--- src/rtl/rv32_pkg.sv ---
// Shared RV32I decode constants: opcodes, instruction format, ALU op codes,
// next-PC and writeback source selectors, plus funct3 -> ALU op helpers.
package rv32_pkg;

  localparam logic [6:0] OPC_LUI    = 7'b0110111;
  localparam logic [6:0] OPC_AUIPC  = 7'b0010111;
  localparam logic [6:0] OPC_JAL    = 7'b1101111;
  localparam logic [6:0] OPC_JALR   = 7'b1100111;
  localparam logic [6:0] OPC_BRANCH = 7'b1100011;
  localparam logic [6:0] OPC_LOAD   = 7'b0000011;
  localparam logic [6:0] OPC_STORE  = 7'b0100011;
  localparam logic [6:0] OPC_OPIMM  = 7'b0010011;
  localparam logic [6:0] OPC_OP     = 7'b0110011;

  typedef enum logic [2:0] {
    INSTR_R = 3'd0, INSTR_I = 3'd1, INSTR_S = 3'd2,
    INSTR_B = 3'd3, INSTR_U = 3'd4, INSTR_J = 3'd5
  } instruction_t;

  typedef enum logic [3:0] {
    ALU_ADD = 4'd0,  ALU_SUB = 4'd1,  ALU_SLL = 4'd2,  ALU_SLT = 4'd3,
    ALU_SLTU = 4'd4, ALU_XOR = 4'd5,  ALU_SRL = 4'd6,  ALU_SRA = 4'd7,
    ALU_OR = 4'd8,   ALU_AND = 4'd9,  ALU_EQ = 4'd10,  ALU_NE = 4'd11,
    ALU_GE = 4'd12,  ALU_GEU = 4'd13
  } alu_op_t;

  localparam logic [1:0] PC_PLUS4  = 2'd0;
  localparam logic [1:0] PC_BRANCH = 2'd1;
  localparam logic [1:0] PC_JAL    = 2'd2;
  localparam logic [1:0] PC_JALR   = 2'd3;

  localparam logic [2:0] RES_ALU   = 3'd0;
  localparam logic [2:0] RES_IMM   = 3'd1;
  localparam logic [2:0] RES_PCIMM = 3'd2;
  localparam logic [2:0] RES_PC4   = 3'd3;
  localparam logic [2:0] RES_LOAD  = 3'd4;
  localparam logic [2:0] RES_ZERO  = 3'd5;

  // SUB is only reachable from register-register ops; SRA from both forms.
  function automatic alu_op_t arith_op(input logic [2:0] f3, input logic b30,
                                       input logic is_reg);
    case (f3)
      3'b000:  arith_op = (is_reg && b30) ? ALU_SUB : ALU_ADD;
      3'b001:  arith_op = ALU_SLL;
      3'b010:  arith_op = ALU_SLT;
      3'b011:  arith_op = ALU_SLTU;
      3'b100:  arith_op = ALU_XOR;
      3'b101:  arith_op = b30 ? ALU_SRA : ALU_SRL;
      3'b110:  arith_op = ALU_OR;
      default: arith_op = ALU_AND;
    endcase
  endfunction

  function automatic alu_op_t branch_op(input logic [2:0] f3);
    case (f3)
      3'b001:  branch_op = ALU_NE;
      3'b100:  branch_op = ALU_SLT;
      3'b101:  branch_op = ALU_GE;
      3'b110:  branch_op = ALU_SLTU;
      3'b111:  branch_op = ALU_GEU;
      default: branch_op = ALU_EQ;
    endcase
  endfunction

endpackage

--- src/rtl/exec_alu.sv ---
// Pure combinational RV32 ALU; compares return 0/1, unused codes return 0.
module exec_alu
  import rv32_pkg::*;
(
  input  logic [31:0] i_in1,
  input  logic [31:0] i_in2,
  input  logic [3:0]  i_op,
  output logic [31:0] o_result
);

  logic [4:0] w_shamt;
  assign w_shamt = i_in2[4:0];

  always_comb begin
    o_result = '0;
    case (i_op)
      ALU_ADD:  o_result = i_in1 + i_in2;
      ALU_SUB:  o_result = i_in1 - i_in2;
      ALU_SLL:  o_result = i_in1 << w_shamt;
      ALU_SLT:  o_result = {31'b0, $signed(i_in1) < $signed(i_in2)};
      ALU_SLTU: o_result = {31'b0, i_in1 < i_in2};
      ALU_XOR:  o_result = i_in1 ^ i_in2;
      ALU_SRL:  o_result = i_in1 >> w_shamt;
      ALU_SRA:  o_result = $signed(i_in1) >>> w_shamt;
      ALU_OR:   o_result = i_in1 | i_in2;
      ALU_AND:  o_result = i_in1 & i_in2;
      ALU_EQ:   o_result = {31'b0, i_in1 == i_in2};
      ALU_NE:   o_result = {31'b0, i_in1 != i_in2};
      ALU_GE:   o_result = {31'b0, $signed(i_in1) >= $signed(i_in2)};
      ALU_GEU:  o_result = {31'b0, i_in1 >= i_in2};
      default:  o_result = '0;
    endcase
  end

endmodule

--- src/rtl/decode_exec_unit.sv ---
// RV32I instruction register + decoder + immediate extender + ALU.
// Optional DECODE_ILLEGAL_DETECT_EN adds the illegal_instr output.
module decode_exec_unit
  import rv32_pkg::*;
#(
  parameter int          XLEN        = 32,
  parameter logic [31:0] RESET_INSTR = 32'h0000_0013
) (
  input  logic            clk,
  input  logic            rst,
  input  logic            instr_load,
  input  logic [31:0]     instr_in,
  input  logic [XLEN-1:0] rs1,
  input  logic [XLEN-1:0] rs2,
  output logic [31:0]     instr,
  output logic [4:0]      rs1_addr,
  output logic [4:0]      rs2_addr,
  output logic [4:0]      rd_addr,
  output logic [2:0]      funct3,
  output logic [2:0]      instruction_type,
  output logic [1:0]      pc_src,
  output logic [2:0]      result_src,
  output logic [3:0]      alu_control,
  output logic            alu_src,
  output logic [XLEN-1:0] imm_ext,
  output logic [XLEN-1:0] alu_result,
  output logic            reg_wen,
  output logic            mem_wen,
  output logic [XLEN-1:0] mem_addr
`ifdef DECODE_ILLEGAL_DETECT_EN
  ,
  output logic            illegal_instr
`endif
);

  logic [31:0]  r_instr;
  logic [6:0]   w_opcode;
  instruction_t w_type;
  alu_op_t      w_alu_op;
  logic [1:0]   w_pc_src;
  logic [2:0]   w_res_src;
  logic         w_alu_src, w_reg_wen, w_mem_wen;
  logic [31:0]  w_imm;
  logic [31:0]  w_in2;

  always_ff @(posedge clk or posedge rst) begin
    if (rst)             r_instr <= RESET_INSTR;
    else if (instr_load) r_instr <= instr_in;
  end

  assign w_opcode = r_instr[6:0];
  assign instr    = r_instr;
  assign rs1_addr = r_instr[19:15];
  assign rs2_addr = r_instr[24:20];
  assign rd_addr  = r_instr[11:7];
  assign funct3   = r_instr[14:12];

  always_comb begin
    w_type    = INSTR_I;
    w_pc_src  = PC_PLUS4;
    w_res_src = RES_ALU;
    w_alu_op  = ALU_ADD;
    w_alu_src = 1'b1;
    w_reg_wen = 1'b0;
    w_mem_wen = 1'b0;
    case (w_opcode)
      OPC_LUI:   begin w_type = INSTR_U; w_res_src = RES_IMM;   w_reg_wen = 1'b1; end
      OPC_AUIPC: begin w_type = INSTR_U; w_res_src = RES_PCIMM; w_reg_wen = 1'b1; end
      OPC_JAL: begin
        w_type = INSTR_J; w_pc_src = PC_JAL; w_res_src = RES_PC4; w_reg_wen = 1'b1;
      end
      OPC_JALR: begin w_pc_src = PC_JALR; w_res_src = RES_PC4; w_reg_wen = 1'b1; end
      OPC_BRANCH: begin
        w_type    = INSTR_B;
        w_alu_src = 1'b0;
        w_alu_op  = branch_op(funct3);
        // funct3 010/011 are not branches: never redirect the PC
        w_pc_src  = (funct3[2:1] == 2'b01) ? PC_PLUS4 : PC_BRANCH;
      end
      OPC_LOAD:  begin w_res_src = RES_LOAD; w_reg_wen = 1'b1; end
      OPC_STORE: begin w_type = INSTR_S; w_mem_wen = 1'b1; end
      OPC_OPIMM: begin w_reg_wen = 1'b1; w_alu_op = arith_op(funct3, r_instr[30], 1'b0); end
      OPC_OP: begin
        w_type    = INSTR_R;
        w_alu_src = 1'b0;
        w_reg_wen = 1'b1;
        w_alu_op  = arith_op(funct3, r_instr[30], 1'b1);
      end
      default:   w_res_src = RES_ZERO;
    endcase
  end

  always_comb begin
    w_imm = '0;
    case (w_type)
      INSTR_I: w_imm = {{20{r_instr[31]}}, r_instr[31:20]};
      INSTR_S: w_imm = {{20{r_instr[31]}}, r_instr[31:25], r_instr[11:7]};
      INSTR_B: w_imm = {{19{r_instr[31]}}, r_instr[31], r_instr[7], r_instr[30:25],
                        r_instr[11:8], 1'b0};
      INSTR_U: w_imm = {r_instr[31:12], 12'b0};
      INSTR_J: w_imm = {{11{r_instr[31]}}, r_instr[31], r_instr[19:12], r_instr[20],
                        r_instr[30:21], 1'b0};
      default: w_imm = '0;
    endcase
  end

  assign w_in2 = w_alu_src ? w_imm : rs2;

  exec_alu u_alu (
    .i_in1    (rs1),
    .i_in2    (w_in2),
    .i_op     (w_alu_op),
    .o_result (alu_result)
  );

  assign instruction_type = w_type;
  assign pc_src           = w_pc_src;
  assign result_src       = w_res_src;
  assign alu_control      = w_alu_op;
  assign alu_src          = w_alu_src;
  assign imm_ext          = w_imm;
  assign reg_wen          = w_reg_wen;
  assign mem_wen          = w_mem_wen;
  assign mem_addr         = rs1 + w_imm;

`ifdef DECODE_ILLEGAL_DETECT_EN
  logic w_known;
  assign w_known = w_opcode inside {OPC_LUI, OPC_AUIPC, OPC_JAL, OPC_JALR, OPC_BRANCH,
                                    OPC_LOAD, OPC_STORE, OPC_OPIMM, OPC_OP};
  // shift-immediates (funct3 x01) only allow funct7 0000000 / 0100000
  assign illegal_instr = !w_known || (r_instr[1:0] != 2'b11)
                      || (w_opcode == OPC_BRANCH && funct3[2:1] == 2'b01)
                      || (w_opcode == OPC_OPIMM && funct3[1:0] == 2'b01
                          && r_instr[31:25] != 7'b0000000 && r_instr[31:25] != 7'b0100000);
`endif

endmodule

--- config.mk ---
export PLATFORM = sky130hd
export DESIGN_NAME = decode_exec_unit
export DESIGN_NICKNAME = d
export VERILOG_FILES = /design/src/rtl/rv32_pkg.sv /design/src/rtl/exec_alu.sv /design/src/rtl/decode_exec_unit.sv
export SDC_FILE = /design/constraint.sdc
export NUM_CORES = 1
export LEC_CHECK = 0
export CAP_MARGIN = 20
export CORE_ASPECT_RATIO = 0.5
export CORE_MARGIN = 2
export CORE_UTILIZATION = 59
export CTS_BUF_LIST = sky130_fd_sc_hd__clkbuf_8
export DETAILED_ROUTE_END_ITERATION = 6
export PLACE_DENSITY = 0.9
export RECOVER_POWER = 50
export SYNTH_ARGS = -nofsm -noshare
export SYNTH_HDL_FRONTEND = slang
export SYNTH_HIERARCHICAL = 1
export SYNTH_SLANG_ARGS = --single-unit
--- constraint.sdc ---
create_clock -name clk -period 10.5 [get_ports clk]
set_input_delay 2.1 -clock clk [delete_from_list [all_inputs] [get_ports clk]]
set_output_delay 2.1 -clock clk [all_outputs]
set_load 0.02 [all_outputs]
# After elaboration in Yosys (flattened, before gate mapping)
# Cells that the tools add are included.
totals:
  regBits: 32
  word_cells: 74
classes:
  n_addsub: 3
  magnitude_cmp: 4
  eq_ne: 37
  n_shift: 3
  muxes: 16
  bitwise_logic: 3
  n_reduce_logical: 7
ops:
  columns: ["operator", "count"]
  rows:
  - ["32-bit one-hot mux with 14 select lines", 1]
  - ["32-bit one-hot mux with 5 select lines", 1]
  - ["32-bit adder", 2]
  - ["32-bit greater-or-equal comparator", 2]
  - ["32-bit less-than comparator", 2]
  - ["4-bit one-hot mux with 7 select lines", 2]
  - ["32-bit bitwise AND", 1]
  - ["32-bit equality test", 1]
  - ["32-bit two-way mux", 1]
  - ["32-bit inequality test", 1]
  - ["32-bit OR", 1]
  - ["32-bit by 5-bit << shifter with 32-bit output", 1]
  - ["32-bit by 5-bit >> shifter with 32-bit output", 1]
  - ["32-bit by 5-bit >>> shifter with 32-bit output", 1]
  - ["32-bit subtractor", 1]
  - ["32-bit XOR", 1]
  - ["3-bit one-hot mux with 5 select lines", 2]
  - ["4-bit equality test, second input constant", 6]
  - ["7-bit by 6-bit equality test with 1-bit output, second input constant", 3]
  - ["7-bit equality test, second input constant", 3]
  - ["4-bit one-hot mux with 5 select lines", 1]
  - ["3-bit equality test, second input constant", 6]
  - ["4-bit by 3-bit equality test with 1-bit output, second input constant", 4]
  - ["7-bit by 5-bit equality test with 1-bit output, second input constant", 2]
  - ["14 further kinds", 26]

# Logic depth before layout (Yosys ltp)
logic_depth:
  depth_word: 8
  mapped_depth: 22

# Cells and area by module
# Netlist, hierarchy kept.
by_module_without_submodules:
  columns: ["module", "n_inst", "cells_per_inst", "area_each_um2", "seq_area_each_um2"]
  rows:
  - ["exec_alu", 1, 1271, 8852.2, 0.0]
  - ["decode_exec_unit", 1, 487, 4101.4, 804.5]

# Worst setup path after synthesis
# OpenSTA, ideal clock, no wires.
synth_path:
  path_type: "input-to-output"
  from: "input port rs2[3]"
  to: "output port alu_result[31]"
  arrival_ns: 5.735
  required_ns: 8.400
  slack_ns: 2.665
  path_stages: 16
  n_path_buf: 5
  cell_sequence: "mux2_2 > buf_4 > inv_1 > clkbuf_1 > clkbuf_1 > buf_2 > ha_1 > buf_2 > nor2_1 > nand2_1 > o2111ai_2 > a221oi_4 > o211ai_2 > a41oi_1 > and3_1 > o311ai_1"
synth_via:
  elab_chain_cells: 3
  word_cells_on_any_way: 7
  classes_between: "add/sub: 2; shift: 3; mux: 2"
synth_lines:
  columns: ["item", "line", "text"]
  rows:
  - ["start: declaration", "decode_exec_unit.sv:14", "input logic [XLEN-1:0] rs2,"]
  - ["32-bit two-way mux (*)", "decode_exec_unit.sv:107", "assign w_in2 = w_alu_src ? w_imm : rs2;"]
  - ["32-bit subtractor (tied with other cells)", "exec_alu.sv:18", "ALU_SUB: o_result = i_in1 - i_in2;"]
  - ["32-bit one-hot mux with 14 select lines (*)", "exec_alu.sv:16", "case (i_op)"]
  - ["end: declaration", "decode_exec_unit.sv:26", "output logic [XLEN-1:0] alu_result,"]
# Mark *: on every way between the ends. The rest lies on a longest branch, timed or not.

# Worst setup path in the final report
layout_path:
  from: "input port rs2[0]"
  to: "output port alu_result[0]"
layout_via:
  elab_chain_cells: 3
  word_cells_on_any_way: 16
  classes_between: "add/sub: 2; order compare: 4; eq/ne: 2; shift: 3; mux: 2; bitwise: 3"
layout_lines:
  columns: ["item", "line", "text"]
  rows:
  - ["32-bit two-way mux (*)", "decode_exec_unit.sv:107", null]
  - ["net w_in2[0]", "decode_exec_unit.sv:44", "logic [31:0] w_in2;"]
  - ["32-bit subtractor (tied with other cells)", "exec_alu.sv:18", null]
  - ["32-bit one-hot mux with 14 select lines (*)", "exec_alu.sv:16", null]
# The timed path passes the listed nets; every way through them passes the cells marked *.

==> flow_summary.toml <==
[detailed_routing]
detail-route-antenna-nets = 0
num_vias = 15882
wirelength_um = 59500
first_iter_violations = 3042
vias_per_cell = 7.19
drc = 1
drt_pass1_iterations = 7
avgRoutedWirePerCell_um = 26.9

[timing]
fin_crit_ps = 8960
fin_tns_setup_ps = 0
fin_crit_sh_pct = 85.4
finClkSkew_ps = 0
maxSlewViolCount = 71
timing.fmax_mhz = 112
maxSlewHeadroom_pct = -31.3
setup_viol = 0
fin_hold_ws_ps = 579
hold_viol_final = 0
rsz0062_at_grt = "false"
worst_pin_slew_ps = 1970

[placed_design]
place_hpwl_um = 46100
portBuffers = 259
gp_congestion = 1.15

[worst_setup_path]
path_max_fanout = 55
crit_type = "input port to primary output"
cp-end-kind = "primary output"
cp_data_arrival_time_ps = 6860
start_kind = "input port"
cp_data_required_time_ps = 8400

[min_path]
hold_class = "flop to flop"

[power_and_ir_drop]
ir_drop_mv = 0.122
powerDensity_nw_per_um2 = 117
p_leak_nw = 6.50

[finish]
largest_reg_flops = 32
ff_latch_area_um2 = 805
multi_input_area_um2 = 11000
nNetsFinal = 2138
syn2layout_area_growth_pct = 19.7
fill_cells = 1754
final_core_util_pct = 71.9
drive_above_1_share_pct = 10.4

[floorplan]
dieWidth_um = 214
fp.dieH_um = 109
rows = 38
design.die.area_um2 = 23200
io_pins = 260
start_util_pct = 60.0
core-area_um2 = 21600

[synthesis]
ys.flop_type = "dfrtp_1"
synth_commonest_cells = "169 x nor2_1, 141 x nand2_1, 129 x ha_1"
synth-seq-cells = 32
ys_seq_area_share_pct = 6.21
synth-async-reset-ratio_pct = 100
yosys.area.top_type = "ha_1"
yosysTopAreaCellShare_pct = 12.5
synth_cells = 1758
yosysMostFrequentCell = "nor2_1"
yosysUniqueCellTypes = 107
synth_edf_count = 0
postSynthAreaPerCell_um2 = 7.37
syn_nets = 1989
yosys_warnings = 6
synthTopCellsByArea = "ha_1 12%, mux4_2 6.6%, mux2_2 6.5%, dfrtp_1 5.6%, a21oi_1 4.9%"
netlist_area_um2 = 13000

[clock_tree]
cts_setup_buffers = 0
cts_tree = "yes"
h-tree-depth = 2
clk_pin_slew_ps = 70
postCtsHoldBufs = 0
clk_latency_ps = 290
cts-root-buf = "clkbuf_8"
numCtsBuffers = 5
cts_resized = 0
clock_path_buffers = 2
clock-sinks = 32

[global_route]
grt.total_usage_pct = 49.5
grt_pass1_wl_um = 86800
grt_max_degree = 73
grt-ovfl-total = 0
antenna_found_initial = 1
first_global_vias = 14313

[run]
drv_cap = 2

[outcome]
status = "complete, but fails checks"
violations = "DRC, capacitance limit, slew limit"
[per-stage QoR]
| step | total power, mW | worst slack (ps) | std cells | area (um^2) |
|---|---|---|---|---|
| after floorplan | 1.12 | 2660 | 1758 | 13000 |
| after global placement | 1.64 | 1680 | 2200 | 15400 |
| after detailed placement | 1.65 | 1650 | 2200 | 15400 |
| after CTS | 1.76 | 1610 | 2208 | 15500 |
| after global routing | 1.89 | 1370 | 2209 | 15500 |
| final | 1.82 | 1540 | 2209 | 15500 |
[layout by cell type (no fill, tap or decap), types with 12 or more instances in the layout]
| master | netlist | routed |
|---|---|---|
| a211o_1 | 18 | 18 |
| a211oi_1 | 29 | 29 |
| a21o_1 | 47 | 46 |
| a21oi_1 | 127 | 127 |
| a221o_1 | 15 | 15 |
| a221oi_1 | 20 | 20 |
| a22oi_1 | 14 | 14 |
| a31oi_1 | 14 | 14 |
| buf_4 | 29 | 21 |
| clkdlybuf4s50_1 | 0 | 209 |
| dfrtp_1 | 29 | 29 |
| dlygate4sd3_1 | 0 | 50 |
| ha_1 | 129 | 129 |
| inv_1 | 114 | 114 |
| mux2_2 | 75 | 72 |
| mux2i_1 | 55 | 55 |
| mux4_2 | 38 | 38 |
| nand2_1 | 141 | 141 |
| nand3_1 | 30 | 30 |
| nor2_1 | 169 | 169 |
| nor2b_1 | 24 | 24 |
| nor3_1 | 32 | 32 |
| nor4_1 | 21 | 20 |
| o211ai_1 | 31 | 31 |
| o21ai_0 | 113 | 111 |
| o21bai_1 | 25 | 25 |
| o221ai_1 | 15 | 15 |
| o22ai_1 | 28 | 28 |
| o31ai_1 | 12 | 12 |
| or3_1 | 15 | 15 |
| xnor2_1 | 21 | 21 |
| xor2_1 | 12 | 12 |
[critical path, stage by stage]
cell and delay, ps:
clkdlybuf4s50_1 480, a21o_4 640, ha_1 310, inv_1 60, fa_1 410, nor2b_1 180
o211ai_2 220, nand3_1 100, a221o_1 410, a21boi_1 320, o21ba_2 250, nor3_1 120
or3_1 380, o221ai_1 220, clkdlybuf4s50_1 650
[cells by family after synthesis]
family                   share of synthesized area [%]
buffers and inverters                             9.16
adder cells (fa/ha/maj)                           12.9
AO/OA/AOI/OAI                                     32.8
XOR/XNOR                                          2.23
multiplexers                                      17.4
flip-flops                                        6.21
AND/OR/NAND/NOR                                   19.3
[report_power, final]
group          switching, mW  internal, mW
combinational          0.936         0.619
clock                 0.0496        0.0523
sequential            0.0265         0.136
[per-layer routing]
metal	GRT usage, %	wire [um]
met5	0	0
met4	16.1	2430
met2	72.1	23600
met3	18.6	10100
met1	67.2	23300
[cell type report]
type,instances,share of cell area [%]
Antenna cell,1,0.0161
Clock buffer,6,0.532
Clock inverter,2,0.0645
Inverter,119,2.88
Multi-Input combinational cell,1467,71.1
Sequential cell,32,5.19
Tap cell,300,2.42
Timing Repair Buffer,282,17.8
[worst paths after layout]
| path | from | end | slack, ps | cells past startpoint |
|---|---|---|---|---|
| max in group asynchronous | rst | instr[9] | 6570 | 3 |
| max reg2reg | instr[13] | instr[13] | 9430 | 1 |
| min | instr[9] | instr[9] | 580 | 1 |
| min in group asynchronous | rst | instr[26] | 2900 | 3 |
| max | rs2[0] | alu_result[0] | 1540 | 15 |
| min reg2reg | instr[9] | instr[9] | 580 | 1 |
(Power assumes the default switching activity.)
